$ cat src/rtl/phy_pkg.sv
// Shared constants and state encoding for the PHY transmit scheduler.
package phy_pkg;

    localparam int          DATA_W    = 32;
    localparam logic [31:0] IDLE_WORD = 32'h0000BCBC;
    localparam logic [7:0]  COMMA     = 8'hBC;

    typedef enum logic [1:0] {
        IDLE   = 2'b00,
        TRAIN  = 2'b01,
        ACTIVE = 2'b10
    } link_state_t;

endpackage

$ cat src/rtl/phy_rr_arbiter.sv
// Two-requester burst-limited arbiter: the owner keeps the bus until the
// other side is waiting and the owner has used BURST_MAX consecutive grants.
module phy_rr_arbiter
    import phy_pkg::*;
#(
    parameter int BURST_MAX = 4
) (
    input  logic clk,
    input  logic reset,
    input  logic active,
    input  logic req0_valid,
    input  logic req1_valid,
    output logic req0_ready,
    output logic req1_ready,
    output logic transfer,
    output logic grant_sel
);

    localparam int BW = $clog2(BURST_MAX + 1);

    logic          owner_reg;
    logic [BW-1:0] burst_cnt_reg;
    logic          owner_valid;
    logic          other_valid;
    logic          burst_full;
    logic          grant_other;
    logic          grant_owner;

    assign owner_valid = owner_reg ? req1_valid : req0_valid;
    assign other_valid = owner_reg ? req0_valid : req1_valid;
    assign burst_full  = (burst_cnt_reg == BW'(BURST_MAX));
    assign grant_other = other_valid && (!owner_valid || burst_full);
    assign grant_owner = !grant_other && owner_valid;

    assign grant_sel  = grant_other ? ~owner_reg : owner_reg;
    assign transfer   = active && (grant_other || grant_owner);
    assign req0_ready = transfer && !grant_sel;
    assign req1_ready = transfer && grant_sel;

    always_ff @(posedge clk or negedge reset) begin
        if (!reset) begin
            owner_reg     <= 1'b0;
            burst_cnt_reg <= '0;
        end else if (transfer) begin
            if (grant_other) begin
                owner_reg     <= ~owner_reg;
                burst_cnt_reg <= BW'(1);
            end else if (!burst_full) begin
                burst_cnt_reg <= burst_cnt_reg + BW'(1);
            end
        end
    end

endmodule

$ cat src/rtl/phy_link_scheduler.sv
// Link bring-up FSM and registered PHY transmit stage; holds comma/idle until
// the receive side is aligned, then forwards arbitrated requester words.
module phy_link_scheduler
    import phy_pkg::*;
#(
    parameter int          DATA_W    = phy_pkg::DATA_W,
    parameter logic [31:0] IDLE_WORD = phy_pkg::IDLE_WORD,
    parameter logic [7:0]  COMMA     = phy_pkg::COMMA,
    parameter int          ALIGN_CNT = 4,
    parameter int          LOSS_CNT  = 8,
    parameter int          BURST_MAX = 4
) (
    input  logic              clk,
    input  logic              reset,
    input  logic [DATA_W-1:0] req0_data,
    input  logic              req0_valid,
    output logic              req0_ready,
    input  logic [DATA_W-1:0] req1_data,
    input  logic              req1_valid,
    output logic              req1_ready,
    output logic [DATA_W-1:0] phy_tx_data,
    output logic              phy_tx_valid,
    input  logic [DATA_W-1:0] phy_rx_data,
    input  logic              phy_rx_valid,
    output logic              link_up,
    output logic [1:0]        link_state
);

    localparam int AW = $clog2(ALIGN_CNT + 1);
    localparam int LW = $clog2(LOSS_CNT + 1);

    link_state_t       state_reg;
    logic [AW-1:0]     align_cnt_reg;
    logic [LW-1:0]     loss_cnt_reg;
    logic [DATA_W-1:0] tx_data_reg;
    logic              tx_valid_reg;
    logic              link_up_reg;
    logic              transfer;
    logic              grant_sel;
    logic              comma_cycle;
    logic              loss_cycle;
    logic              unused_rx_bits;

    assign comma_cycle    = !phy_rx_valid && (phy_rx_data[7:0] == COMMA);
    assign loss_cycle     = !phy_rx_valid && (phy_rx_data[7:0] != COMMA);
    assign unused_rx_bits = ^phy_rx_data[DATA_W-1:8];

    phy_rr_arbiter #(
        .BURST_MAX (BURST_MAX)
    ) u_arbiter (
        .clk        (clk),
        .reset      (reset),
        .active     (state_reg == ACTIVE),
        .req0_valid (req0_valid),
        .req1_valid (req1_valid),
        .req0_ready (req0_ready),
        .req1_ready (req1_ready),
        .transfer   (transfer),
        .grant_sel  (grant_sel)
    );

    always_ff @(posedge clk or negedge reset) begin
        if (!reset) begin
            state_reg     <= IDLE;
            align_cnt_reg <= '0;
            loss_cnt_reg  <= '0;
            tx_data_reg   <= IDLE_WORD;
            tx_valid_reg  <= 1'b0;
            link_up_reg   <= 1'b0;
        end else begin
            // The word accepted on a loss edge is still emitted: transfer is
            // evaluated against the state before this edge.
            tx_data_reg  <= transfer ? (grant_sel ? req1_data : req0_data) : IDLE_WORD;
            tx_valid_reg <= transfer;
            case (state_reg)
                IDLE: begin
                    state_reg   <= TRAIN;
                    link_up_reg <= 1'b0;
                end
                TRAIN: begin
                    if (!comma_cycle) begin
                        align_cnt_reg <= '0;
                    end else if (align_cnt_reg == AW'(ALIGN_CNT - 1)) begin
                        state_reg     <= ACTIVE;
                        link_up_reg   <= 1'b1;
                        align_cnt_reg <= '0;
                        loss_cnt_reg  <= '0;
                    end else begin
                        align_cnt_reg <= align_cnt_reg + AW'(1);
                    end
                end
                ACTIVE: begin
                    if (!loss_cycle) begin
                        loss_cnt_reg <= '0;
                    end else if (loss_cnt_reg == LW'(LOSS_CNT - 1)) begin
                        state_reg     <= TRAIN;
                        link_up_reg   <= 1'b0;
                        align_cnt_reg <= '0;
                        loss_cnt_reg  <= '0;
                    end else begin
                        loss_cnt_reg <= loss_cnt_reg + LW'(1);
                    end
                end
                default: begin
                    state_reg   <= IDLE;
                    link_up_reg <= 1'b0;
                end
            endcase
        end
    end

    assign phy_tx_data  = tx_data_reg;
    assign phy_tx_valid = tx_valid_reg;
    assign link_up      = link_up_reg;
    assign link_state   = state_reg;

endmodule

$ cat config.mk
export PLATFORM = sky130hd
export DESIGN_NAME = phy_link_scheduler
export DESIGN_NICKNAME = d
export VERILOG_FILES = /design/src/rtl/phy_pkg.sv /design/src/rtl/phy_rr_arbiter.sv /design/src/rtl/phy_link_scheduler.sv
export SDC_FILE = /design/constraint.sdc
export NUM_CORES = 1
export LEC_CHECK = 0
export CAP_MARGIN = 20
export CORE_MARGIN = 2
export CORE_UTILIZATION = 35
export DETAILED_ROUTE_END_ITERATION = 10
export DONT_BUFFER_PORTS = 1
export PLACE_DENSITY = 0.53
export SLEW_MARGIN = 20
export SYNTH_ARGS = -nofsm -noshare
export SYNTH_HDL_FRONTEND = slang
export SYNTH_SLANG_ARGS = --single-unit
export TNS_END_PERCENT = 50
$ cat constraint.sdc
create_clock -name clk -period 2.6 [get_ports clk]
set_input_delay 0.65 -clock clk [delete_from_list [all_inputs] [get_ports clk]]
set_output_delay 0.65 -clock clk [all_outputs]
set_load 0.02 [all_outputs]
==> run summary, run 1 <==
The switching share of power came out at 22.73%. Summed over all failing endpoints, the final setup total negative slack is 0 ps. The sequential group share of total power came out at 58.5%.

The largest fanout on the critical path is 4. The count of cell types in the netlist is 40. The leakage power figure came out at 1.074 nW. The worst setup path is launched from a register. The deepest level of the CTS H-tree is 2. 139 I/O pins were placed.

The core footprint came out at 5956 um^2. The average routed wire per standard cell came out at 15.46 um. The final hold violation count is 0. At the later pin of the worst-skew pair, clock insertion delay measures 290 ps.

The power density normalized to cell area came out at 536.7 nW/um^2. The pin count of the biggest net entering global routing came out at 48. The category of the critical setup timing path is register to primary output. The area taken by flip-flops and latches is 1189 um^2.

The total number of yosys warnings is 0. Measured against its own limit, the worst slew margin works out to 73.39%. The total setup violations reported at the end of the flow came out at 0. The wire length after detailed routing came out at 4747 um. The register-to-register path setup slack is 710 ps. Clock-pin slew was measured on the worst setup and hold paths at 90 ps. The number of buffers on the longest clock path is 2. The sequential cell area fraction in the yosys report came out at 54.98%. The area growth from synthesis to layout came out at 8.507%.

Input and output buffers added on the ports amount to 0. Synthesis inferred 47 register bits. The slew at the pin closest to its max-slew limit is 394.0 ps.

The detailed-route vias per instance is 5.176. The critical path goes through inv_1 > ha_1 > and3b_1 > o32a_2 > nor2_1 > buf_4. The net count of the finished layout is 336. The worst slack at placement is 435.7 ps.

The total half-perimeter wirelength after legalization and detailed placement is 3384 um. The kind of end point of the critical path is a primary output. The sink count of the clock tree is 47. The final global-route overflow total is 0. The number of placed instances, taps included, is 298. The post-synthesis xor/xnor area fraction is 0%.

Across the run, the number of max-cap violations was 0. Counting the fill cells in the layout gives 602. The wire length of the first global-routing pass came out at 7079 um.

The via count of the first global-routing pass came out at 1444. The count of flip-flops with a built-in enable after synthesis came out at 0. The area share of fa/ha/maj cells after synthesis came out at 2.315%. TritonCTS built the clock tree. Across the VDD grid, the largest voltage drop is 227.4 uV.

The largest stage delay on the critical path came out at 380 ps. The max-slew violation total from the final report came out at 0. The antenna cell count came out at 0. The initial utilization of the core area, before any placement, comes to 36.30%. For this design the total switching power over the nets is 0.2862 mW. The most common cell after layout, fill and taps aside is sky130_fd_sc_hd__nand2_1. The mean instance size in the synthesized netlist is 9.525 um^2. The highest clock rate is 0.4080 GHz. Between clock sinks in the finished design, the worst skew comes to 4.432 ps.

The combinational cell fraction of total power came out at 4.6%. The portion of netlist area occupied by mux cells is 1.447%. The final critical-path required period is 2451 ps.

Among all stages on the critical path, the largest delay is contributed by sky130_fd_sc_hd__o32a_2. The arrival time of data at the critical path endpoint came out at 1800 ps. The number of nets produced by synthesis is 332. The die covers 6822 um^2. The detail route stage leaves a number of antenna-violating nets equal to 0.

The least setup slack across all paths after layout is 148.9 ps. The iteration count of the initial detailed-routing pass came out at 4. For this run, asynchronously set or reset flops after synthesis account for 100.0%. The tree is rooted in a sky130_fd_sc_hd__clkbuf_8.

The area of the mapped netlist came out at 2162 um^2. The number of design-rule violations left by the first detailed-router iteration came out at 36. The area share of and/or/nand/nor cells after synthesis is 22.34%.

In the synthesized netlist the dominant register cell turns out to be sky130_fd_sc_hd__dfrtp_1. The run finished with clean final reports. Internal power comes to 0.9728 mW.

The path class of the lowest-slack min-delay path is input pin to async pin. The multi-input combinational cell area came out at 885.9 um^2. The congestion estimate from routability-driven global placement came to 0.6893. The number of buffers added by the clock tree synthesis step came out at 5. In the synthesized netlist, the number of instances is 227. The number of placement rows is 28. The final instance count without filler cells came out at 307.

The floorplan die width came out at 82.60 um. The post-synthesis compound-gate area fraction is 14.70%. The vertical extent of the die came out at 82.60 um. After synthesis, the largest family of logic cells by area is simple AND/OR/NAND/NOR gates.

After detailed routing, the number of remaining DRC violations is 0. Setup repair after global routing left no endpoint under its margin. The final route contains 1589 vias. In the layout the commonest cells are sky130_fd_sc_hd__nand2_1, sky130_fd_sc_hd__dfrtp_1, sky130_fd_sc_hd__a21oi_1. The proportion of layout cells with a drive suffix above 1 is 13.79%. Global routing used 14.03% of the available tracks. The part of the power in the clock network is 37.0%.

The core utilization of the finished layout is 39.39%. The data required time at the worst endpoint is 1950 ps. The initial antenna violation count is 0. The flip-flop count of the largest register after layout is 32. The final clock period utilization by the worst path is 94.27%.
routing by layer:
metal	wire length (um)	share of wire, %	GRT usage [%]	vias to the layer above
li1	-	-	-	771
met1	1937	41	17.63	736
met2	2244	47	21.61	80
met3	537	11	6.630	2
met4	28	0.59	3.934	0
met5	0	0	0	-
kinds of logic (layout without fill, tap and decap cells):
| group | Yosys count | count (layout) |
|---|---|---|
| buffers and inverters | 18 | 23 |
| DFF | 47 | 47 |
| and+or+nand+nor | 110 | 110 |
| AOI/OAI and AO/OA | 45 | 45 |
| muxes | 3 | 3 |
| adders and majority gates | 4 | 4 |
critical path: cells and delay by family (launching register included):
| kind | cells | cell delay (ps) |
|---|---|---|
| buffers and inverters | 2 | 210 |
| AO/OA/AOI/OAI | 1 | 380 |
| adder cells (fa/ha/maj) | 1 | 230 |
| flip-flops | 1 | 370 |
| AND/OR/NAND/NOR | 2 | 320 |
synthesized netlist by cell type, types with 2 or more instances:
| library cell | count | share of area, % |
|---|---|---|
| sky130_fd_sc_hd__nor2b_1 | 3 | 0.87 |
| sky130_fd_sc_hd__buf_2 | 4 | 0.93 |
| sky130_fd_sc_hd__nor4_1 | 2 | 0.58 |
| sky130_fd_sc_hd__buf_6 | 2 | 1.0 |
| sky130_fd_sc_hd__o21ai_0 | 4 | 0.93 |
| sky130_fd_sc_hd__a21oi_1 | 23 | 5.3 |
| sky130_fd_sc_hd__nor2_1 | 8 | 1.4 |
| sky130_fd_sc_hd__clkbuf_1 | 2 | 0.35 |
| sky130_fd_sc_hd__a21boi_0 | 2 | 0.69 |
| sky130_fd_sc_hd__inv_1 | 9 | 1.6 |
| sky130_fd_sc_hd__nand2_1 | 74 | 13 |
| sky130_fd_sc_hd__dfrtp_1 | 37 | 43 |
| sky130_fd_sc_hd__dfstp_2 | 10 | 12 |
| sky130_fd_sc_hd__mux2i_1 | 2 | 0.93 |
| sky130_fd_sc_hd__nand3_1 | 15 | 3.5 |
| sky130_fd_sc_hd__ha_1 | 4 | 2.3 |
| sky130_fd_sc_hd__a22o_1 | 2 | 0.81 |
| sky130_fd_sc_hd__a21boi_1 | 2 | 0.69 |
timing repair:
action                                  in CTS  in global routing
endpoints found under the setup margin       0                  1
gates resized for setup                      0                  0
setup buffers                                0                  1
hold buffers                                 0                  0
stage by stage:
stage | hold slack, ps | instance area, um^2 | total power [mW]
after floorplan | 354.4 | 2162 | 0.8009
after global placement | 355.3 | 2240 | 0.8056
after detailed placement | 355.4 | 2240 | 0.8071
after CTS | 23.78 | 2338 | 1.284
after global routing | 15.76 | 2346 | 1.315
final | 42.27 | 2346 | 1.259
cell type report:
type	instances	share of cell area, %
Timing Repair Buffer	6	1.920
Sequential cell	47	50.67
Clock inverter	2	0.6933
Tap cell	75	4.000
Inverter	9	1.440
Multi-Input combinational cell	162	37.76
Clock buffer	6	3.520
power by group through the flow:
stage	logic, mW	registers (mW)	clock network [mW]
after floorplan	0.0509	0.750	0
after global placement	0.0553	0.750	0
after detailed placement	0.0568	0.750	0
after CTS	0.0574	0.737	0.490
after global routing	0.0663	0.737	0.512
final	0.0575	0.736	0.465
path summary, 6_finish.rpt:
| kind | start | endpoint | cells past startpoint |
|---|---|---|---|
| worst min-delay path | reset | u_arbiter.owner_reg$_DFFE_PN0P_ | 0 |
| min in group clk | req1_data[11] | phy_tx_data[11]$_DFF_PN1_ | 2 |
| worst max-delay path | u_arbiter.burst_cnt_reg[0]$_DFFE_PN0P_ | req0_ready | 6 |
| worst max register to register | u_arbiter.burst_cnt_reg[0]$_DFFE_PN0P_ | phy_tx_data[0]$_DFF_PN0_ | 7 |
| max in group asynchronous | reset | phy_tx_data[10]$_DFF_PN1_ | 0 |
| worst min register to register | loss_cnt_reg[2]$_DFFE_PN0P_ | loss_cnt_reg[2]$_DFFE_PN0P_ | 1 |
Power figures use the tool's default switching activity.
==> run 2: changes to the inputs <==
--- a/config.mk
+++ b/config.mk
@@ -11,8 +11,9 @@
 export DETAILED_ROUTE_END_ITERATION = 10
 export DONT_BUFFER_PORTS = 1
 export PLACE_DENSITY = 0.53
+export SKIP_CTS_REPAIR_TIMING = 1
 export SLEW_MARGIN = 20
 export SYNTH_ARGS = -nofsm -noshare
 export SYNTH_HDL_FRONTEND = slang
 export SYNTH_SLANG_ARGS = --single-unit
-export TNS_END_PERCENT = 50
+export TNS_END_PERCENT = 20
==> results of run 2 <==
The final DEF is identical to that of run 1; final timing and power are the same.
==> run 3: changes to the inputs <==
--- a/config.mk
+++ b/config.mk
@@ -16,4 +16,4 @@
 export SYNTH_ARGS = -nofsm -noshare
 export SYNTH_HDL_FRONTEND = slang
 export SYNTH_SLANG_ARGS = --single-unit
-export TNS_END_PERCENT = 20
+export TNS_END_PERCENT = 100
==> results of run 3 <==
The final DEF is identical to that of run 1; final timing and power are the same.
